`src/rtl/axilite_regbank.sv`:
```
// AXI4-Lite slave register bank with byte-strobed RW registers and sticky RO status
// registers (optional clear-on-read). AW and W are accepted independently into one-entry holders.
module axilite_regbank #(
  parameter int                  C_AXI_DATA_WIDTH     = 32,
  parameter int                  C_AXI_ADDR_WIDTH     = 8,
  parameter int                  NUM_REGS             = 16,
  parameter logic [NUM_REGS-1:0] RO_MASK              = '0,
  parameter bit                  OPT_READ_SIDEEFFECTS = 1'b1
) (
  input  logic                                 AXI_ACLK,
  input  logic                                 AXI_ARESET,
  input  logic [C_AXI_ADDR_WIDTH-1:0]          AXI_AWADDR,
  input  logic [2:0]                           AXI_AWPROT,
  input  logic                                 AXI_AWVALID,
  output logic                                 AXI_AWREADY,
  input  logic [C_AXI_DATA_WIDTH-1:0]          AXI_WDATA,
  input  logic [C_AXI_DATA_WIDTH/8-1:0]        AXI_WSTRB,
  input  logic                                 AXI_WVALID,
  output logic                                 AXI_WREADY,
  output logic [1:0]                           AXI_BRESP,
  output logic                                 AXI_BVALID,
  input  logic                                 AXI_BREADY,
  input  logic [C_AXI_ADDR_WIDTH-1:0]          AXI_ARADDR,
  input  logic [2:0]                           AXI_ARPROT,
  input  logic                                 AXI_ARVALID,
  output logic                                 AXI_ARREADY,
  output logic [C_AXI_DATA_WIDTH-1:0]          AXI_RDATA,
  output logic [1:0]                           AXI_RRESP,
  output logic                                 AXI_RVALID,
  input  logic                                 AXI_RREADY,
  output logic [NUM_REGS*C_AXI_DATA_WIDTH-1:0] reg_out,
  input  logic [NUM_REGS*C_AXI_DATA_WIDTH-1:0] reg_in,
  output logic [NUM_REGS-1:0]                  reg_wr_pulse,
  output logic [NUM_REGS-1:0]                  reg_rd_pulse
);

  localparam int DW       = C_AXI_DATA_WIDTH;
  localparam int SW       = DW / 8;
  localparam int ADDR_LSB = $clog2(SW);
  localparam int IDX_W    = C_AXI_ADDR_WIDTH - ADDR_LSB;

  localparam logic [1:0] RESP_OKAY   = 2'b00;
  localparam logic [1:0] RESP_SLVERR = 2'b10;

  logic                aw_full;
  logic                w_full;
  logic [IDX_W-1:0]    aw_idx;
  logic [DW-1:0]       w_data;
  logic [SW-1:0]       w_strb;
  logic                aw_hs;
  logic                w_hs;
  logic                ar_hs;
  logic                commit;
  logic [IDX_W-1:0]    ar_idx;
  logic [NUM_REGS-1:0] aw_dec;
  logic [NUM_REGS-1:0] ar_dec;
  logic [NUM_REGS-1:0] wr_sel;
  logic [NUM_REGS-1:0] rd_sel;
  logic                aw_ok;
  logic                aw_ro;
  logic                ar_ok;
  logic [DW-1:0]       rd_word;
  logic                unused_ok;

  assign AXI_AWREADY = !aw_full;
  assign AXI_WREADY  = !w_full;
  assign AXI_ARREADY = !AXI_RVALID || AXI_RREADY;

  assign aw_hs  = AXI_AWVALID && !aw_full;
  assign w_hs   = AXI_WVALID && !w_full;
  assign ar_hs  = AXI_ARVALID && AXI_ARREADY;
  // A held pair may only commit when the B slot is free or being drained this edge.
  assign commit = aw_full && w_full && (!AXI_BVALID || AXI_BREADY);

  assign ar_idx = AXI_ARADDR[C_AXI_ADDR_WIDTH-1:ADDR_LSB];

  // NOTE: every always_comb output gets a default first, so no path infers a latch.
  always_comb begin
    aw_dec = '0;
    ar_dec = '0;
    for (int i = 0; i < NUM_REGS; i++) begin
      aw_dec[i] = (aw_idx == IDX_W'(i));
      ar_dec[i] = (ar_idx == IDX_W'(i));
    end
  end

  // An index beyond NUM_REGS matches no decode bit, which is exactly the SLVERR case.
  assign aw_ok  = |aw_dec;
  assign aw_ro  = |(aw_dec & RO_MASK);
  assign ar_ok  = |ar_dec;
  assign wr_sel = commit ? (aw_dec & ~RO_MASK) : '0;
  assign rd_sel = ar_hs ? ar_dec : '0;

  always_comb begin
    rd_word = '0;
    for (int i = 0; i < NUM_REGS; i++) begin
      if (ar_dec[i]) rd_word = reg_out[i*DW +: DW];
    end
  end

  // Write holders: filled by their own handshake, emptied together on commit.
  // NOTE: sequential state uses non-blocking assignments so all flops see pre-edge values.
  always_ff @(posedge AXI_ACLK or posedge AXI_ARESET) begin
    if (AXI_ARESET) begin
      aw_full <= 1'b0;
      aw_idx  <= '0;
      w_full  <= 1'b0;
      w_data  <= '0;
      w_strb  <= '0;
    end else begin
      if (aw_hs) begin
        aw_full <= 1'b1;
        aw_idx  <= AXI_AWADDR[C_AXI_ADDR_WIDTH-1:ADDR_LSB];
      end else if (commit) begin
        aw_full <= 1'b0;
      end
      if (w_hs) begin
        w_full <= 1'b1;
        w_data <= AXI_WDATA;
        w_strb <= AXI_WSTRB;
      end else if (commit) begin
        w_full <= 1'b0;
      end
    end
  end

  always_ff @(posedge AXI_ACLK or posedge AXI_ARESET) begin
    if (AXI_ARESET) begin
      AXI_BVALID <= 1'b0;
      AXI_BRESP  <= RESP_OKAY;
    end else if (commit) begin
      AXI_BVALID <= 1'b1;
      AXI_BRESP  <= (aw_ok && !aw_ro) ? RESP_OKAY : RESP_SLVERR;
    end else if (AXI_BREADY) begin
      AXI_BVALID <= 1'b0;
    end
  end

  // Read data is captured from the pre-edge register value, so a same-edge write is not seen.
  always_ff @(posedge AXI_ACLK or posedge AXI_ARESET) begin
    if (AXI_ARESET) begin
      AXI_RVALID <= 1'b0;
      AXI_RDATA  <= '0;
      AXI_RRESP  <= RESP_OKAY;
    end else if (ar_hs) begin
      AXI_RVALID <= 1'b1;
      AXI_RDATA  <= rd_word;
      AXI_RRESP  <= ar_ok ? RESP_OKAY : RESP_SLVERR;
    end else if (AXI_RREADY) begin
      AXI_RVALID <= 1'b0;
    end
  end

  always_ff @(posedge AXI_ACLK or posedge AXI_ARESET) begin
    if (AXI_ARESET) begin
      reg_wr_pulse <= '0;
      reg_rd_pulse <= '0;
    end else begin
      reg_wr_pulse <= wr_sel;
      reg_rd_pulse <= rd_sel;
    end
  end

  for (genvar i = 0; i < NUM_REGS; i++) begin : g_reg
    logic [DW-1:0] value;

    if (RO_MASK[i]) begin : g_ro
      // Sticky status; a clearing read reloads from reg_in so bits arriving that cycle survive.
      always_ff @(posedge AXI_ACLK or posedge AXI_ARESET) begin
        if (AXI_ARESET) begin
          value <= '0;
        end else if (OPT_READ_SIDEEFFECTS && rd_sel[i]) begin
          value <= reg_in[i*DW +: DW];
        end else begin
          value <= value | reg_in[i*DW +: DW];
        end
      end
    end else begin : g_rw
      // NOTE: the register file is reset explicitly; software relies on a known 0 after reset.
      always_ff @(posedge AXI_ACLK or posedge AXI_ARESET) begin
        if (AXI_ARESET) begin
          value <= '0;
        end else if (wr_sel[i]) begin
          for (int b = 0; b < SW; b++) begin
            if (w_strb[b]) value[b*8 +: 8] <= w_data[b*8 +: 8];
          end
        end
      end
    end

    assign reg_out[i*DW +: DW] = value;
  end

  // Protection bits, byte-offset address bits and reg_in of RW registers carry no meaning here.
  assign unused_ok = ^{AXI_AWPROT, AXI_ARPROT, AXI_AWADDR[ADDR_LSB-1:0],
                       AXI_ARADDR[ADDR_LSB-1:0], reg_in};

endmodule
```
`config.mk`:
```
export PLATFORM = sky130hd
export DESIGN_NAME = axilite_regbank
export DESIGN_NICKNAME = d
export VERILOG_FILES = /design/src/rtl/axilite_regbank.sv
export SDC_FILE = /design/constraint.sdc
export NUM_CORES = 1
export LEC_CHECK = 0
export CAP_MARGIN = 40
export CORE_AREA = 4 4 457 459
export CTS_BUF_LIST = sky130_fd_sc_hd__clkbuf_8
export DETAILED_ROUTE_END_ITERATION = 10
export DIE_AREA = 0 0 461 463
export PLACE_DENSITY = 0.35
export SLEW_MARGIN = 5
export SYNTH_ARGS = -nofsm -noshare
export SYNTH_HDL_FRONTEND = slang
export SYNTH_SLANG_ARGS = --single-unit
```
`constraint.sdc`:
```
create_clock -name AXI_ACLK -period 22.3 [get_ports AXI_ACLK]
set_clock_uncertainty 0.2 [all_clocks]
set_input_delay 4.46 -clock AXI_ACLK [delete_from_list [all_inputs] [get_ports AXI_ACLK]]
set_output_delay 4.46 -clock AXI_ACLK [all_outputs]
set_load 0.1 [all_outputs]
```
# Yosys cells after proc, flatten, opt, wreduce, memory -nomap -nowiden

Index checks and enable logic that the tools add are counted.

Bits in registers: 626
Output and inout bits: 585
Bits of input ports: 577
Word-level logic and storage cells: 216

Equality and inequality tests: 30
Reductions and logical operators: 83
Multiplexer cells: 27

Operator list:

| operator                                                              | count |
|---|---|
| 32-bit two-way mux                                                    | 16 |
| 2-bit AND reduction                                                   | 64 |
| 6-bit by 4-bit equality test with 1-bit output, second input constant | 16 |
| 6-bit by 3-bit equality test with 1-bit output, second input constant | 8 |
| 16-bit two-way mux                                                    | 2 |
| 16-bit OR reduction                                                   | 2 |
| 6-bit by 2-bit equality test with 1-bit output, second input constant | 4 |
| 6-bit by 1-bit equality test with 1-bit output, second input constant | 2 |
| 6-bit logical NOT                                                     | 2 |
| 2-bit nonzero test                                                    | 4 |
| 1-bit two-way mux                                                     | 7 |
| 1-bit logical AND                                                     | 5 |
| 1-bit logical NOT                                                     | 4 |
| 2-bit two-way mux                                                     | 2 |
| 1-bit logical OR                                                      | 2 |

# Depth between registers and ports, before layout

Word-level depth: 17
Depth in mapped cells: 10
Gate-level depth less buffers: 7

# Worst setup path after synthesis

Ideal clock, no wire load.

Path type: input -> output
Start: in AXI_RREADY
End: out AXI_ARREADY
Data required time: 17,640 ps
Arrival: 5,256 ps
Cell stages on the path: 1
Buffers on the path: 0
Path slack: 12,384 ps
Path through: nand2b_1

Cells in the longest elaborated chain, start to end: 1

RTL lines:

| element          | line | source |
|---|---|---|
| start, declared  | 30   | `input logic AXI_RREADY,` |
| 1-bit logical OR | 67   | `assign AXI_ARREADY = !AXI_RVALID \|\| AXI_RREADY;` |
| end, declared    | 26   | `output logic AXI_ARREADY,` |

Every way passes these cells.

# Worst setup path in the final report

Ends and elaborated chain as after synthesis.

==> impl_metrics.ini <==
[place]
portBuffers = 637
dp_cells = 6001
dp.final_hpwl_um = 141000
placed_area_sq_um = 49800
gp_congestion = 0.762

[floorplan]
fp-row-count = 166
io_pins = 1162
die_area_sq_um = 213000
die-height_um = 463
die_w_um = 461
start_util = 0.137
core-area_sq_um = 204000

[logic_synthesis]
yosys_warnings = 0
synth_cell_types = 65
synth_area_leaders = dfrtp_1, mux2_2, nand2_1
syn_inst = 2208
synth_area_per_cell_sq_um = 12.7
synth_edf_count = 0
async_flop_share = 1.00
synth_ff_type = dfrtp_1
synth_seq_area_share = 0.556
ys_seq_elements = 624
synth_area_sq_um = 28100
synth_top_area_frac = 0.556
yosysTopAreaCell = dfrtp_1

[routing]
wl_met3_um = 12600
viasPerCell = 4.01
highest_layer = met4
wl_um = 193000
met1_length_um = 87400
dr.pass1.iters = 5
routed-wl-met2_um = 88200
drc = 0
ant_nets = 0
wl_per_cell_um = 30.9
drt_iter0_markers = 1532
num_vias = 25041

[power_and_ir_drop]
power_frac_seq = 0.218
ir_drop_uv = 162
sw_frac_of_total = 0.523
power.density_nw_per_um2 = 195
comb_power_share = 0.654
p_int_mw = 4.90
power_mw = 10.3
p_leak_nw = 23.0
power_switching_mw = 5.37
clkPwrFrac = 0.128

[setup_path]
critPathArrivalTime_ns = 5.95
slowest_stage = clkdlybuf4s50_1
worstPathMaxFanout = 4
r2r_cells = 6
max_stage_delay_ns = 0.57
path_common_cell = clkdlybuf4s50_1
start_kind = input pin
required_ns = 17.64
path_depth = 4
critPathKind = in -> out
cp_top_family = buffers and inverters
worstPathCellList = clkdlybuf4s50_1 > nand2b_1 > clkdlybuf4s50_1 > buf_8
crit_buf_inv = 3
worstSetupEndpointType = primary output

[final_layout]
fin_area_sq_um = 52500
fin_nets = 4024
drive_gt1_frac = 0.424
syn_to_final_growth_pct = 87.1
stdcell_count = 6240

[clock_tree]
cts_tree = yes
cts_resized = 0
clock_path_buffers = 3
worstSkewPairLatency_ns = 0.91
htree_levels = 4
cts.sinks = 624
cts_root_buffer = clkbuf_8
clkTransAtPathRegs_ns = 0.05
hold_buffers = 0
cts_setup_buffers = 0
cts_made_buffers = 132

[sta]
tightest_slew_ns = 0.959
max_freq_ghz = 0.0942
fin_setup_tns_ns = 0
grt_setup_unrepaired = no
final.min_clock_period_ns = 10.61
slew_violations = 0
finalCritPeriodShare = 0.476
hold_viol = 0
setup-violations-final = 0
slew_headroom = 0.361

[global_routing]
antenna_found_initial = 15
grt_pass1_vias = 26142
grtUsageTotal = 0.177
grt_max_degree = 149
grt_pass1_wl_um = 255000
grt_overflow = 0

[run]
drv_cap = 0

[run_status]
outcome = finished, final reports clean

[worst_hold_path]
hold_path_depth = 1
min-delay-path-class = reg -> reg
-- registers in the layout (all words and copies together), names as in the netlist, 4 cells and up --
| signal | count |
|---|---|
| AXI_RDATA | 32 |
| aw_idx | 6 |
| g.value | 512 |
| reg_rd_pulse | 16 |
| reg_wr_pulse | 16 |
| w_data | 32 |
| w_strb | 4 |
-- power groups by stage --
stage          Clock [mW]  Sequential, mW  Combinational [mW]
2_1_floorplan           0            4.85               0.690
3_3_place_gp            0            2.26                4.84
3_5_place_dp            0            2.26                6.75
4_1_cts              1.37            2.25                6.77
5_1_grt              1.41            2.31                6.88
6_report             1.31            2.24                6.72
-- per-stage QoR --
stage | hold slack [ns] | utilization | setup slack [ns]
floorplan | 0.281 | - | 0.165
global placement | 0.294 | 0.184 | 11.24
detailed placement | 0.301 | 0.244 | 11.66
CTS | 0.314 | 0.257 | 11.65
global route | 0.340 | 0.257 | 11.62
finish | 0.311 | 0.257 | 11.69
-- cells in the mapped netlist (15+ instances only) --
library cell  instances
buf_2                32
a22oi_1              37
dfrtp_1             624
a211oi_1             19
nor2b_1              24
clkbuf_1             98
nand2_1             175
a31oi_1              21
a221oi_1             45
mux2_4               32
a21oi_1             116
o22ai_1              36
mux2_2              536
mux2i_1              16
buf_4                15
nand2_2              16
nor2_1               66
o2bb2ai_1            20
o21ai_0              78
nand2b_1             22
-- logic make-up after synthesis --
group	count (synthesis)	share of synthesized area
other	1	0.000134
multiplexers	597	0.245
buffers and inverters	159	0.0250
AND/OR/NAND/NOR	382	0.0686
flip-flops	624	0.556
AO/OA/AOI/OAI	445	0.105
-- routing by layer --
metal | global-route usage | vias to the layer above
met1 | 0.240 | 13095
met2 | 0.280 | 1046
met4 | 0.0454 | 0
met5 | 0 | -
li1 | - | 10690
met3 | 0.0435 | 210
-- worst register-to-register path, cell delays in order (launching register included) --
cell	delay, ns
dfrtp_1	0.43
nand2_1	0.14
a21oi_4	0.35
nand3_1	0.29
nor2_2	0.68
nand2_1	0.71
mux2_2	0.50
-- layout make-up --
type / instances / area, sq um
antenna: 9 / 22.5
clock buffer: 163 / 2240
clock inverter: 67 / 467
fill: 20904 / 152000
inverter: 8 / 37.5
multi-input combinational: 1426 / 11900
sequential: 624 / 15600
tap: 2688 / 3360
timing repair buffer: 1255 / 18900
-- cells in the final DEF, fill, tap and decap left out, types with 7 or more instances in the layout --
master             n
o22a_1            10
mux2_2           536
nand2b_1          20
a211oi_1          19
buf_4             95
nor2_4            14
a222oi_1          10
buf_8            258
nand4_1            8
a21oi_1          116
mux2_4            32
clkdlybuf4s50_1  594
nor2_2            10
buf_16           298
o22ai_1           36
o2bb2ai_1         20
nor2_1            53
diode_2            9
nand2_2           22
a211o_1           10
clkbuf_8         163
nand3_1           12
o21ai_1           13
o21ai_0           78
nor3_1            12
o221ai_1          13
nor2b_1           22
mux2i_1           16
dfrtp_1          624
inv_1             46
mux2_1             8
a31oi_1           21
nand2_1          168
a22oi_1           37
a221oi_1          45
clkinv_2           7
-- final timing paths --
kind	from	end	slack [ns]
min in group asynchronous	AXI_ARESET	aw_idx[0]$_DFFE_PP0P_	3.81
hold / removal	aw_idx[4]$_DFFE_PP0P_	aw_idx[4]$_DFFE_PP0P_	0.31
setup reg to reg	w_full$_DFFE_PP0P_	g_reg[12].value[27]$_DFFE_PP0P_	18.85
hold reg to reg	aw_idx[4]$_DFFE_PP0P_	aw_idx[4]$_DFFE_PP0P_	0.31
setup / recovery	AXI_RREADY	AXI_ARREADY	11.69
max in group asynchronous	AXI_ARESET	g_reg[15].value[10]$_DFFE_PP0P_	15.69
Power figures use the tool's default switching activity.
